`config.mk`:
```
export PLATFORM = sky130hd
export DESIGN_NAME = image_scan_ctrl
export DESIGN_NICKNAME = d
export VERILOG_FILES = /design/src/rtl/image_scan_ctrl.sv
export SDC_FILE = /design/constraint.sdc
export NUM_CORES = 1
export LEC_CHECK = 0
export BUFFER_PORTS_ARGS = -buffer_cell sky130_fd_sc_hd__clkbuf_2
export CAP_MARGIN = 5
export CELL_PAD_IN_SITES_DETAIL_PLACEMENT = 0
export CELL_PAD_IN_SITES_GLOBAL_PLACEMENT = 1
export CORE_AREA = 2 2 91 75
export DETAILED_ROUTE_END_ITERATION = 10
export DIE_AREA = 0 0 93 77
export PLACE_DENSITY = 0.75
export SLEW_MARGIN = 10
export SYNTH_ARGS = -nofsm -noshare
export SYNTH_HDL_FRONTEND = slang
export SYNTH_SLANG_ARGS = --single-unit
```
`constraint.sdc`:
```
create_clock -name CLK -period 2.2 [get_ports CLK]
set_input_delay 0.11 -clock CLK [delete_from_list [all_inputs] [get_ports CLK]]
set_output_delay 0.11 -clock CLK [all_outputs]
set_load 0.02 [all_outputs]
```
`src/rtl/image_scan_ctrl.sv`:
```
// Raster-scan address generator: walks one IMG_W x IMG_H frame per start pulse and
// presents addr/x/y over valid/ready. Define SCAN_BLANK_EN to insert HBLANK idle cycles between lines.
module image_scan_ctrl #(
    parameter int IMG_W  = 256,
    parameter int IMG_H  = 256,
    parameter int ADDR_W = 16,
    parameter int HBLANK = 4
) (
    input  logic                     CLK,
    input  logic                     RST_N,
    input  logic                     start,
    input  logic                     ready,
    output logic                     valid,
    output logic [ADDR_W-1:0]        addr,
    output logic [$clog2(IMG_W)-1:0] x,
    output logic [$clog2(IMG_H)-1:0] y,
    output logic                     sof,
    output logic                     eol,
    output logic                     eof,
    output logic                     busy,
    output logic                     done
);

    localparam int XW = $clog2(IMG_W);
    localparam int YW = $clog2(IMG_H);
    localparam logic [XW-1:0] X_LAST = XW'(IMG_W - 1);
    localparam logic [YW-1:0] Y_LAST = YW'(IMG_H - 1);

    // Reject geometries the address counter cannot cover without wrapping.
    if (IMG_W < 2 || IMG_H < 2 || HBLANK < 1 ||
        (64'(1) << ADDR_W) < 64'(IMG_W * IMG_H)) begin : g_bad_params
        $error("image_scan_ctrl: illegal parameter set");
    end

    typedef enum logic [1:0] {
        IDLE  = 2'd0,
        SCAN  = 2'd1,
        DONE  = 2'd2
`ifdef SCAN_BLANK_EN
        ,
        BLANK = 2'd3
`endif
    } state_t;

    state_t state;
    logic   accept;

`ifdef SCAN_BLANK_EN
    localparam int BW = (HBLANK > 1) ? $clog2(HBLANK) : 1;
    logic [BW-1:0] blank_cnt;
`endif

    // valid is a registered copy of (state == SCAN), so it doubles as the scan qualifier.
    assign accept = valid && ready;

    // NOTE: every register below uses <= so all next-state values derive from the same pre-edge state.
    always_ff @(posedge CLK or negedge RST_N) begin
        if (!RST_N) begin
            state <= IDLE;
            valid <= 1'b0;
            addr  <= '0;
            x     <= '0;
            y     <= '0;
            busy  <= 1'b0;
            done  <= 1'b0;
`ifdef SCAN_BLANK_EN
            blank_cnt <= '0;
`endif
        end else begin
            done <= 1'b0;
            case (state)
                IDLE: begin
                    if (start) begin
                        state <= SCAN;
                        valid <= 1'b1;
                        busy  <= 1'b1;
                        addr  <= '0;
                        x     <= '0;
                        y     <= '0;
                    end
                end
                SCAN: begin
                    if (accept) begin
                        if (x != X_LAST) begin
                            x    <= x + XW'(1);
                            addr <= addr + ADDR_W'(1);
                        end else if (y != Y_LAST) begin
                            x    <= '0;
                            y    <= y + YW'(1);
                            addr <= addr + ADDR_W'(1);
`ifdef SCAN_BLANK_EN
                            state     <= BLANK;
                            valid     <= 1'b0;
                            blank_cnt <= BW'(HBLANK - 1);
`endif
                        end else begin
                            // Last pixel: coordinates hold, done fires next cycle.
                            state <= DONE;
                            valid <= 1'b0;
                            done  <= 1'b1;
                        end
                    end
                end
`ifdef SCAN_BLANK_EN
                BLANK: begin
                    if (blank_cnt == '0) begin
                        state <= SCAN;
                        valid <= 1'b1;
                    end else begin
                        blank_cnt <= blank_cnt - BW'(1);
                    end
                end
`endif
                DONE: begin
                    // start is deliberately not sampled here.
                    state <= IDLE;
                    busy  <= 1'b0;
                end
                default: begin
                    state <= IDLE;
                    valid <= 1'b0;
                    busy  <= 1'b0;
                end
            endcase
        end
    end

    assign sof = valid && (x == '0) && (y == '0);
    assign eol = valid && (x == X_LAST);
    assign eof = eol && (y == Y_LAST);

endmodule

```
==> After elaboration in Yosys (flattened, before gate mapping) <==
Index checks and enable logic that the tools add are counted.
{ "totals": {"register_bits": 37, "latch_bits": 0, "mem_bits_rw": 0, "mem_bits_ro": 0, "inputBits": 4, "mem_count": 0} }
{ "op_classes": {"add_sub_neg": 3, "multipliers": 0, "n_div": 0, "order_cmp": 0, "n_eq_ne": 12, "n_shift": 0, "n_mux": 29, "n_bitwise": 2, "reduce_logical": 14} }
{ "op_table": {"columns": ["op", "n"], "rows": [
  ["$mux W16", 4],
  ["$mux W8", 7],
  ["$pmux W16 S2", 1],
  ["$pmux W8 S2", 2],
  ["$add A16 B1 Y16 const B", 1],
  ["$add A8 B1 Y8 const B", 2],
  ["$eq A8 B8 Y1 const B", 2],
  ["$logic_not A8 Y1", 2],
  ["$ne A8 B8 Y1 const B", 2],
  ["$ne A2 B2 Y1 const B", 5],
  ["$reduce_and A5 Y1", 2],
  ["$mux W1", 8],
  ["$mux W2", 4],
  ["$reduce_and A4 Y1", 2],
  ["$logic_and A1 B1 Y1", 5],
  ["$pmux W2 S2", 1],
  ["$ne A3 B3 Y1 const B", 1],
  ["$pmux W1 S3", 1],
  ["$eq A2 B1 Y1 const B", 1],
  ["$eq A2 B2 Y1 const B", 1],
  ["$logic_not A2 Y1", 1],
  ["$not A1 Y1", 2],
  ["$pmux W1 S2", 1],
  ["$reduce_and A2 Y1", 1],
  ["$reduce_bool A2 Y1", 1]
]} }

==> Longest topological paths before layout <==
{ "depth": {"ltp_word": 5, "mapped_depth": 8} }

==> Worst setup path before layout <==
Ideal clock, no wire load.
{ "synth_path": {"path_kind": "flip-flop to flip-flop", "start": "reg x[0]", "end": "reg addr[6]", "setup_time_ns": 0.134, "arrival_time_ns": 1.786, "required_ns": 2.066, "path_slack_ns": 0.279, "path_stages_with_launch": 9, "n_path_buf": 3, "synth_period_minus_slack_ns": 1.921, "path_cell_list": "dfrtp_1 ha_1 and4_4 buf_6 and2_4 buf_12 buf_6 a221oi_2 o32ai_2"} }
{ "synth_between": {"elab_chain_len": 4, "word_cells_on_any_way": 6, "cone_classes": "2 x eq/ne; 3 x mux; 1 x reduce/logical"} }
{ "synth_rtl": {"columns": ["item", "line_no", "text"], "rows": [
  ["start, declared", "15", "output logic [$clog2(IMG_W)-1:0] x,"],
  ["start signal, assigned", "85", "x <= x + XW'(1);"],
  ["$ne A8 B8 Y1 (*)", "84", "if (x != X_LAST) begin"],
  ["$mux W16", "84", null],
  ["$mux W16", "83", "if (accept) begin"],
  ["$pmux W16 S2", "71", "case (state)"],
  ["end signal, assigned", "86", "addr <= addr + ADDR_W'(1);"],
  ["end signal, assigned", "90", "addr <= addr + ADDR_W'(1);"],
  ["end, declared", "14", "output logic [ADDR_W-1:0] addr,"]
]} }
Every way passes the cells marked *; elsewhere a longest branch is shown, timed or not. The select of a mux whose other input is x is not followed.
A chain may end at the register's enable or synchronous reset.

==> Worst setup path in the final report <==
{ "layout_path": {"start": "reg y[0]", "end": "out eof"} }
{ "layout_between": {"elab_chain_len": 2} }
{ "layout_rtl": {"columns": ["item", "line_no", "text"], "rows": [
  ["start, declared", "16", "output logic [$clog2(IMG_H)-1:0] y,"],
  ["start signal, assigned", "89", "y <= y + YW'(1);"],
  ["$eq A8 B8 Y1", "130", "assign eof = eol && (y == Y_LAST);"],
  ["$logic_and A1 B1 Y1", "130", null],
  ["end, declared", "19", "output logic eof,"]
]} }
No other way between the ends.

==> results.md <==
- Syn_area_per_cell: 9.872 sq um
- Leakage: 1.260 nW
- Syn Nets: ~260
- Initial DRC Count: 112
- R2R Setup Slk: roughly 330 ps
- Routed len/inst: 17.14 microns
- Asr flop ratio synth: 100.0%
- Remaining Overflow, GRT: 0
- Number of hold violations in the final report: 0
- Crit Reg-Reg Startpoint: x[1]
- Reg area: 925.9 sq um
- Crit Path Class: reg2out
- Final wirelength: around 6.5 mm
- Post-synth top cells: dfrtp_1, nand3_1, inv_1, nand2_1
- Cell Rows: 26
- Ranking of synthesized cells by area: dfrtp_1, mux2i_1, nand3_1
- Post-synth EDFFs: 0
- First-pass GRT wire length: 10.81 mm
- Setup TNS: 0 ps
- Vias in the first global route: 2,105
- Fin. max-slew vios: 0
- Cells after synthesis: 246
- Clock Skews: 2.884 ps
- Count leader, synth: dfrtp_1
- RSZ-0062 raised after global routing: false
- H-Tree Depth: 2
- Slowest stage delay, CP: 450 ps
- Clk root buf: clkbuf_8
- # setup viols final: 0
- Full die area: slightly above 7000 sq um
- Post-synthesis cell area: between 2000 and 2500 sq um
- Global Route Usage Sum: 19.20%
- Critical Path AT: about 1900 ps
- PwrDens: 768.3 nW/um^2
- Uppermost layer routed: met4
- Worst Setup EP: eof
- Maximum VDD drop: between 0.5 and 0.6 mV
- Initial antenna violation count: 0
- First-pass detailed-route iteration total: 4
- DP Area: 2716 sq um
- I/O pin cnt: 42
- DPL Wire Length: 4.452 mm
- Cells along the critical path: ha_1 > and4_1 > nand4_4 > nor2_1 > clkbuf_2
- Die height: 77 microns
- Slowest stage cell, crit path: dfrtp_1
- Register area share after synthesis: 38.12%
- R2R depth: 5
- Die Width: 93 microns
- Actual slew at the worst max-slew pin: about 570 ps
- Setup crit start: y[0]
- Fmax: 0.4914 GHz
- Primary FF master, synth: dfrtp_1
- CTS tree: built
- Final instance area: 2818 sq um
- Gpl congestion: 0.8574
- Hold Path Class: in2reg
- Crit end category: primary output
- Run status: completed
- Total CTS buffers: 5
- RR Endpoint: y[6]
- Clock buffer depth: 2
- CP bufs+invs: 1
- Met2 routed WL: 2.835 mm
- Layout cells sized above 1: 27.80%
- DR vias/cell: ~5.9
- Clk_lat worst skew: between 200 and 300 ps
- Number of inserted diodes: 0
- Clock-pin transition on the worst setup and hold timing paths: around 80 ps
- DRC: 0
- WL met1: 3.159 mm
- Initial Util: 38.88%
- Core area: 6246 sq um
- Core Util, Final: 45.11%
- Yosys cell types: 47
- Routed wl met3: 435 microns
- Largest net degree at the start of global routing: 38
- PortBufs: 41
- Slew Limit Headroom: 61.72%
- Area growth syn-to-layout: 16.02%
- Final min period: 2035 ps
- Final period util: 92.49%
- Cell family with most CP delay: simple AND/OR/NAND/NOR gates
- Synth top area share: 38.12%
- Launching element type of the critical path: register
- Cell taking the most area after synthesis: dfrtp_1
- Required @ worst endpoint: 2090 ps
- Worst hold slack: 107.8 ps
- Multi-input logic area: ~1300 sq um
- Via count: about 2,200
- Synthesis Warnings: 0
- Post-route ant nets: 0
- Maxcap violations: 0
- Fillers: 629
- Final #Nets: 303
- CTS Sinks: 37
- Number of synthesized register bits: 37
- Crit-path max FO: 15
- CP Depth: 5
tightest hold or removal path, cell delays in order:
cell,delay (ps)
clkbuf_2,100
o22ai_1,70
nor2_1,80
per-layer routing:
layer | up-vias | global-route usage, %
met2 | 82 | 27.17
met4 | 0 | 5.882
met3 | 7 | 3.635
met5 | - | 0
met1 | 1088 | 29.38
li1 | 1045 | -
how the worst min path moves through the flow:
stage	to	cells past startpoint	start	slack [ps]
after floorplan	addr[0]	0	RST_N	-190
after global placement	busy	2	RST_N	200
after detailed placement	valid	2	RST_N	200
after CTS	state[0]	3	start	100
after global routing	state[0]	3	start	140
final	state[0]	3	start	110
report_power, final:
group / leakage, nW / switching, W / internal (W)
Combinational: 0.744 / 0.000434 / 0.000259
Sequential: 0.472 / 0.000195 / 0.000797
Clock: 0.0450 / 0.000261 / 0.000220
Total: 1.26 / 0.000889 / 0.00128
cell type report:
| class | count | share of cell area (%) |
|---|---|---|
| inverter | 18 | 2.398 |
| clock inverter | 2 | 0.3552 |
| multi-input combinational | 177 | 46.54 |
| tap | 84 | 3.730 |
| clock buffer | 6 | 2.575 |
| sequential | 37 | 32.86 |
| timing repair buffer | 55 | 11.55 |
per-stage QoR:
stage | setup slack [ps] | total power (W) | cells
2_1_floorplan | 279.5 | 0.001433 | 246
3_3_place_gp | 304.1 | 0.001682 | 370
3_5_place_dp | 258.3 | 0.001694 | 370
4_1_cts | 134.4 | 0.002189 | 379
5_1_grt | 15.82 | 0.002312 | 379
6_report | 165.1 | 0.002165 | 379
layout by cell type, fill, tap and decap left out, drive strengths merged:
cell,count
buf,13
nor4b,1
a21o,1
o41ai,1
clkinv,2
or4,4
and3,8
nor3,5
nand4,9
o32ai,2
and4,4
o21ai,5
a31oi,9
ha,5
nand3,23
nor4,1
a221oi,13
inv,18
a41oi,5
clkbuf,47
mux2i,12
o22ai,7
and2,3
nor2,12
nand2b,7
a21oi,7
nor2b,3
a221o,2
dlygate4sd3,1
a32o,2
o31ai,1
o21a,1
dfrtp,37
a211oi,4
nand3b,4
nand2,16
logic make-up after synthesis:
group	count (synthesis)	share of synthesized area, %
AND/OR/NAND/NOR	100	25.76
AO/OA/AOI/OAI	60	20.35
flip-flops	37	38.12
buffers and inverters	32	8.243
multiplexers	12	4.946
adder cells (fa/ha/maj)	5	2.576
sequential cells by signal, indices dropped and copies added, names as in the netlist:
| signal | cells |
|---|---|
| x | 8 |
| state | 2 |
| valid | 1 |
| addr | 16 |
| y | 8 |
| busy | 1 |
| done | 1 |
repair_timing:
action	in CTS	in global routing
endpoints found under the hold margin	37	0
buffers inserted	0	0
hold buffers	1	0
gates resized for setup	1	0
endpoints found under the setup margin	1	0
No activity file was read; power rests on OpenSTA's default activity.
